File: src/rtl/fft_frame_sequencer.sv
// fft_frame_sequencer
//   Control for the 8-point FFT datapath. It counts accepted samples and
//   fires frame_load once a full frame sits in the serial-to-parallel stage.
//   It then waits PIPE_LAT cycles for the FFT pipeline and walks the output
//   serializer through bins 0..7 under a valid/ready handshake. A frame that
//   completes while the previous one is still in flight is dropped, and the
//   sticky overrun flag records the drop.
//
// Ports
//   clk, rst      : system clock, synchronous active-high reset
//   enable        : sample acceptance enable
//   sample_valid  : new sample presented this cycle
//   out_ready     : downstream consumes the current bin this cycle
//   clr_ovr       : clears the sticky overrun flag
//   load_en       : shift enable to the S2P stage (combinational)
//   frame_load    : one-cycle pulse that latches the parallel samples
//   fft_busy      : frame in flight (COMPUTE or EMIT)
//   bin_valid     : bin_index is valid
//   bin_index     : current output bin
//   frame_last    : bin_valid on bin 7
//   overrun       : sticky flag, a complete frame was dropped
//   frame_count   : frames loaded since reset (wraps)
module fft_frame_sequencer #(
    parameter int N_PTS    = 8,
    parameter int PIPE_LAT = 4
) (
    input  logic       clk,
    input  logic       rst,
    input  logic       enable,
    input  logic       sample_valid,
    input  logic       out_ready,
    input  logic       clr_ovr,
    output logic       load_en,
    output logic       frame_load,
    output logic       fft_busy,
    output logic       bin_valid,
    output logic [2:0] bin_index,
    output logic       frame_last,
    output logic       overrun,
    output logic [7:0] frame_count
);

    localparam logic [2:0] LAST     = 3'(N_PTS - 1);
    localparam logic [3:0] LAT_INIT = 4'(PIPE_LAT - 1);

    typedef enum logic [1:0] {IDLE, COMPUTE, EMIT} state_t;

    state_t     state, state_n;
    logic [2:0] samp_cnt;
    logic [3:0] lat_cnt, lat_n;
    logic [2:0] idx_n;
    logic       bv_n, fl_n, ovr_n;
    logic [7:0] cnt_n;
    logic       accept, frame_done, free, start, drop;

    assign accept     = sample_valid & enable;
    assign load_en    = accept & ~rst;
    assign frame_done = accept & (samp_cnt == LAST);

    // The FSM can take a new frame when idle, or on the very cycle the last
    // bin is being handed off.
    assign free  = (state == IDLE) ||
                   (state == EMIT && out_ready && bin_index == LAST);
    assign start = frame_done & free;
    assign drop  = frame_done & ~free;

    assign fft_busy   = (state != IDLE);
    assign frame_last = bin_valid & (bin_index == LAST);

    // The sample counter runs independently of the FSM; dropped frames still
    // wrap it so the next frame boundary stays aligned.
    always_ff @(posedge clk) begin
        if (rst)
            samp_cnt <= '0;
        else if (accept)
            samp_cnt <= samp_cnt + 3'd1;
    end

    always_comb begin
        state_n = state;
        lat_n   = lat_cnt;
        idx_n   = bin_index;
        bv_n    = bin_valid;
        fl_n    = start;
        cnt_n   = start ? frame_count + 8'd1 : frame_count;
        ovr_n   = drop ? 1'b1 : (clr_ovr ? 1'b0 : overrun);
        case (state)
            IDLE: begin
                if (start) begin
                    state_n = COMPUTE;
                    lat_n   = LAT_INIT;
                end
            end
            COMPUTE: begin
                if (lat_cnt == 4'd0) begin
                    state_n = EMIT;
                    idx_n   = '0;
                    bv_n    = 1'b1;
                end else begin
                    lat_n = lat_cnt - 4'd1;
                end
            end
            EMIT: begin
                if (out_ready) begin
                    if (bin_index == LAST) begin
                        bv_n  = 1'b0;
                        idx_n = '0;
                        if (start) begin
                            state_n = COMPUTE;
                            lat_n   = LAT_INIT;
                        end else begin
                            state_n = IDLE;
                        end
                    end else begin
                        idx_n = bin_index + 3'd1;
                    end
                end
            end
            default: state_n = IDLE;
        endcase
    end

    always_ff @(posedge clk) begin
        if (rst) begin
            state       <= IDLE;
            lat_cnt     <= '0;
            bin_index   <= '0;
            bin_valid   <= 1'b0;
            frame_load  <= 1'b0;
            frame_count <= '0;
            overrun     <= 1'b0;
        end else begin
            state       <= state_n;
            lat_cnt     <= lat_n;
            bin_index   <= idx_n;
            bin_valid   <= bv_n;
            frame_load  <= fl_n;
            frame_count <= cnt_n;
            overrun     <= ovr_n;
        end
    end

endmodule

File: config.mk
export PLATFORM = sky130hd
export DESIGN_NAME = fft_frame_sequencer
export DESIGN_NICKNAME = d
export VERILOG_FILES = /design/src/rtl/fft_frame_sequencer.sv
export SDC_FILE = /design/constraint.sdc
export NUM_CORES = 1
export LEC_CHECK = 0
export ABC_AREA = 1
export ABC_CLOCK_PERIOD_IN_PS = 3700
export CAP_MARGIN = 5
export CORE_MARGIN = 3
export CORE_UTILIZATION = 54
export CTS_CLUSTER_SIZE = 12
export DETAILED_ROUTE_END_ITERATION = 6
export PLACE_DENSITY_LB_ADDON = 0.2
export SKIP_CTS_REPAIR_TIMING = 1
export SLEW_MARGIN = 40
export SYNTH_ARGS = -nofsm -noshare
export SYNTH_HDL_FRONTEND = slang
export SYNTH_SLANG_ARGS = --single-unit
File: constraint.sdc
create_clock -name clk -period 3.7 [get_ports clk]
set_input_delay 0.37 -clock clk [delete_from_list [all_inputs] [get_ports clk]]
set_output_delay 0.37 -clock clk [all_outputs]
set_load 0.01 [all_outputs]
After elaboration in Yosys (flattened, before gate mapping)
Cells that the tools add are included.
- bits of input ports: 6
- output and inout bits: 17
- word-level logic and storage cells: 63
- register bits: 23
- multiplexer cells: 21
- bitwise gates (word level): 8
- $add $sub $neg: 4
- reduce and logical (&&, ||, !) cells: 13
- eq/ne operators: 9
- operators by type and width (cell ; number):
    $mux W4 ; 4
    $pmux W4 S3 ; 1
    $reduce_and A4 Y1 ; 3
    $mux W3 ; 3
    $add A8 B1 Y8 const B ; 1
    $mux W2 ; 4
    $ne A2 B2 Y1 const B ; 4
    $add A3 B1 Y3 const B ; 2
    $and A1 B1 Y1 ; 6
    $eq A3 B3 Y1 const B ; 2
    $mux W1 ; 6
    $pmux W2 S3 ; 1
    $pmux W3 S2 ; 1
    $reduce_bool A2 Y1 ; 3
    $logic_not A4 Y1 ; 1
    $sub A4 B1 Y4 const B ; 1
    $reduce_and A3 Y1 ; 1
    $reduce_bool A3 Y1 ; 1
    $eq A2 B1 Y1 const B ; 1
    $eq A2 B2 Y1 const B ; 1
    $logic_and A1 B1 Y1 ; 2
    $logic_not A2 Y1 ; 1
    $ne A2 B1 Y1 const B ; 1
    $not A1 Y1 ; 2
    2 further kinds ; 2

Longest topological paths before layout
- word-level depth: 9
- gate-level depth with buffers: 9
- gate-level depth less buffers: 9

Worst setup path after synthesis
OpenSTA, ideal clock, no wires.
- kind: register -> register
- from: reg bin_index[0]
- to: reg frame_count[7]
- period minus slack after synthesis: 1454 ps
- setup time: 113 ps
- arrival: 1341 ps
- buffers on the path: 0
- stages on the path, launching flop included: 10
- path slack: 2246 ps
- required time: 3587 ps
- path through: dfxtp_1 ha_1 ha_1 nand3_4 nand2_1 nand2_2 nor2_1 nand2_1 nand2_1 nor2_1
- longest elaborated chain between the ends: 4
- RTL lines (item ; RTL line ; text):
    start: declaration ; 37 ; output logic [2:0] bin_index,
    start signal: assignment ; 135 ; bin_index <= idx_n;
    $eq A3 B3 Y1 ; 63 ; (state == EMIT && out_ready && bin_index == LAST);
    $logic_and A1 B1 Y1 ; 63 ;
    $logic_or A1 B1 Y1 ; 62 ; assign free = (state == IDLE) ||
    $and A1 B1 Y1 ; 64 ; assign start = frame_done & free;
    end signal: assignment ; 138 ; frame_count <= cnt_n;
    end: declaration ; 40 ; output logic [7:0] frame_count
Every way passes these cells.
A chain may end at the register's enable or synchronous reset.

Worst setup path after layout
- from: in rst
- to: out load_en
- longest elaborated chain between the ends: 2
- RTL lines (item ; RTL line ; text):
    start: declaration ; 28 ; input logic rst,
    $not A1 Y1 ; 57 ; assign load_en = accept & ~rst;
    $and A1 B1 Y1 ; 57 ;
    end: declaration ; 33 ; output logic load_en,
Every way passes these cells.

==> results_dict.tcl <==
set metrics [dict create \
    outcome "completed" \
    setup.worst_path.start "rst" \
    die_area_sq_um 2839 \
    nets 197 \
    p_total_mw 0.3960 \
    slowest_stage "clkdlybuf4s50_1" \
    clk_path_buf_depth 2 \
    report.final.setup_viol 0 \
    insertedDiodeCount 0 \
    fmax_ghz 0.4589 \
    ant_nets 0 \
    yosys_register_bits 23 \
    crit_buf_inv 2 \
    fin_skew_ns 0.003197 \
    tightest_slew_ns 0.5203 \
    fin_crit_sh_pct 58.89 \
    synth.cell_area_sq_um 1207 \
    syn_to_final_growth_pct 22.59 \
    gr-usage-all-layers_pct 19.63 \
    syn_nets 172 \
    drt_first_pass_iters 4 \
    cts_root_buffer "clkbuf_4" \
    relSlewSlack_pct 65.21 \
    synth_ff_type "dfxtp_1" \
    place_hpwl_mm 1.769 \
    cp.required_ns 3.33 \
    vias 1050 \
    critPathMaxFanout 13 \
    finalWorstSetupSlack_ns 1.521 \
    synth.area.mux_share_pct 0 \
    vias_per_cell 4.976 \
    fin_tns_setup_ns 0 \
    cts_made_buffers 3 \
    end_kind "output port" \
    clk_pin_slew_ns 0.13 \
    die_w_um 53.29 \
    critPathMaxStageDelay_ns 0.67 \
    pre_cts_slack_ns 1.522 \
    peakVddDrop_uv 294.0 \
    crit_path_cell_trace "clkdlybuf4s50_1, nor2_1, clkdlybuf4s50_1" \
    synth_top_family_by_area "simple AND/OR/NAND/NOR gates" \
    min_period_ns 2.179 \
    start_util_pct 59.13 \
    power_density_nw_per_um2 267.5 \
    synthArstFlopShare_pct 0 \
    grt_pass1_wl_mm 4.071 \
    synthAdderAreaFrac_pct 6.218 \
    port_buffers 22 \
    grt_max_degree 15 \
    core-area_sq_um 2042 \
    syn_inst 160 \
    startpoint_type "primary input" \
    wirelength_mm 2.299 \
    cpMostUsedCell "clkdlybuf4s50_1" \
    grt_overflow_total 0 \
    drive_gt1_share_pct 10.87 \
    mostFrequentLayoutCell "nand2_1" \
    cts_max_level 1 \
    synth_xor_area_share_pct 2.902 \
    worstHoldPathType "flop to flop" \
    num_rows 16 \
    hold_start "samp_cnt[0]" \
    ys.warnings.count 0 \
    synth_edf_count 0 \
    antenna_found_initial 0 \
    ios 23 \
    leakagePower_nw 0.6117 \
    cap_violations 0 \
    critPathArrivalTime_ns 1.81 \
    gp_congestion 0.8247 \
    synth_compound_area_share_pct 10.78 \
    drt_iter0_markers 17 \
    synth.avg_cell_area_sq_um 7.546 \
    slew_viol_final 0 \
    ys_types 24 \
    cts_tree "done" \
    path_class "primary input to output port" \
    most-common-layout-cells "nand2_1, nor2_1, dfxtp_1" \
    worstSkewPairLatency_ns 0.33 \
    cts_sinks 23 \
    remaining_drc_errors 0 \
    grt_pass1_vias 984 \
    die_h_um 53.29 \
    ys_seq_area_share_pct 38.13 \
    hold_viol 0 \
    synth_simple_gate_area_share_pct 35.75 \
    routedWlPerCell_um 10.90 \
    r2r-start "bin_index[0]" \
    cp_top_family "buffers and inverters" \
    rsz0062_at_grt "no" \
]
## layout make-up
| cell class | instances | area (sq um) |
|---|---|---|
| multi-input combinational | 118 | 671.9 |
| fill | 175 | 561.8 |
| sequential | 23 | 460.4 |
| timing repair buffer | 22 | 220.2 |
| inverter | 17 | 63.81 |
| tap | 27 | 33.78 |
| clock buffer | 3 | 22.52 |
| clock inverter | 1 | 7.507 |
## sequential cells by signal, summed over array words and instances (netlist names)
register     cells
frame_count      8
overrun          1
frame_load       1
state            2
samp_cnt         3
bin_valid        1
bin_index        3
lat_cnt          4
## metal layers
| layer | part of all wire, % | GRT usage (%) |
|---|---|---|
| met3 | 4.8 | 5.915 |
| met4 | 0.83 | 5.532 |
| met5 | 0 | 0 |
| met2 | 49 | 33.06 |
| met1 | 45 | 23.76 |
## power by group
group / internal (mW) / switching [mW] / leakage [nW]
combinational: 0.00939 / 0.0118 / 0.412
clock: 0.0415 / 0.0817 / 0.0139
sequential: 0.250 / 0.00150 / 0.186
total: 0.301 / 0.0950 / 0.612
## per-stage QoR
stage / instance area [sq um] / utilization, % / cells / hold WS (ns)
final: 1480 / 72.49 / 211 / 0.4763
after CTS: 1480 / 72.49 / 211 / 0.4755
after global routing: 1480 / 72.49 / 211 / 0.5099
after detailed placement: 1450 / 71.02 / 207 / 0.4565
after global placement: 1450 / 71.02 / 207 / 0.4472
after floorplan: 1207 / - / 160 / 0.4283
## Yosys cell counts (2+ instances only)
| cell type | n | area [sq um] |
|---|---|---|
| nand2_1 | 35 | 131.4 |
| nor2_1 | 27 | 101.4 |
| dfxtp_1 | 23 | 460.4 |
| inv_1 | 15 | 56.30 |
| a21oi_1 | 10 | 50.05 |
| nand3_1 | 9 | 45.04 |
| ha_1 | 6 | 75.07 |
| o21ai_0 | 6 | 30.03 |
| nand2_4 | 3 | 33.78 |
| nand3_4 | 3 | 52.55 |
| xor2_1 | 3 | 26.28 |
| a21oi_2 | 2 | 17.52 |
| inv_2 | 2 | 7.510 |
| nand2_2 | 2 | 12.51 |
| nand4_1 | 2 | 12.51 |
| nor2_4 | 2 | 22.52 |
| nor3_1 | 2 | 10.01 |
| o21ai_1 | 2 | 10.01 |
## worst reg2reg max path: cells and delay by family, from the launching register on
kind                       cells  cell delay, ns
DFF                            1            0.41
and+or+nand+nor                7            0.71
adders and majority gates      2            0.42
## final timing paths
check / cells past startpoint / to / slack [ns]
setup / recovery: 3 / load_en / 1.52
hold / removal: 1 / samp_cnt[0] / 0.48
setup reg to reg: 9 / frame_count[7] / 2.08
hold reg to reg: 1 / samp_cnt[0] / 0.48
## cell families (layout without fill, tap and decap cells)
logic type | count (synthesis) | after routing
compound gates | 22 | 22
xor+xnor | 4 | 4
fa+ha+maj | 6 | 6
buf+inv | 19 | 43
flops | 23 | 23
simple gates | 86 | 86
Note: power is estimated with default switching activity, not from simulation.
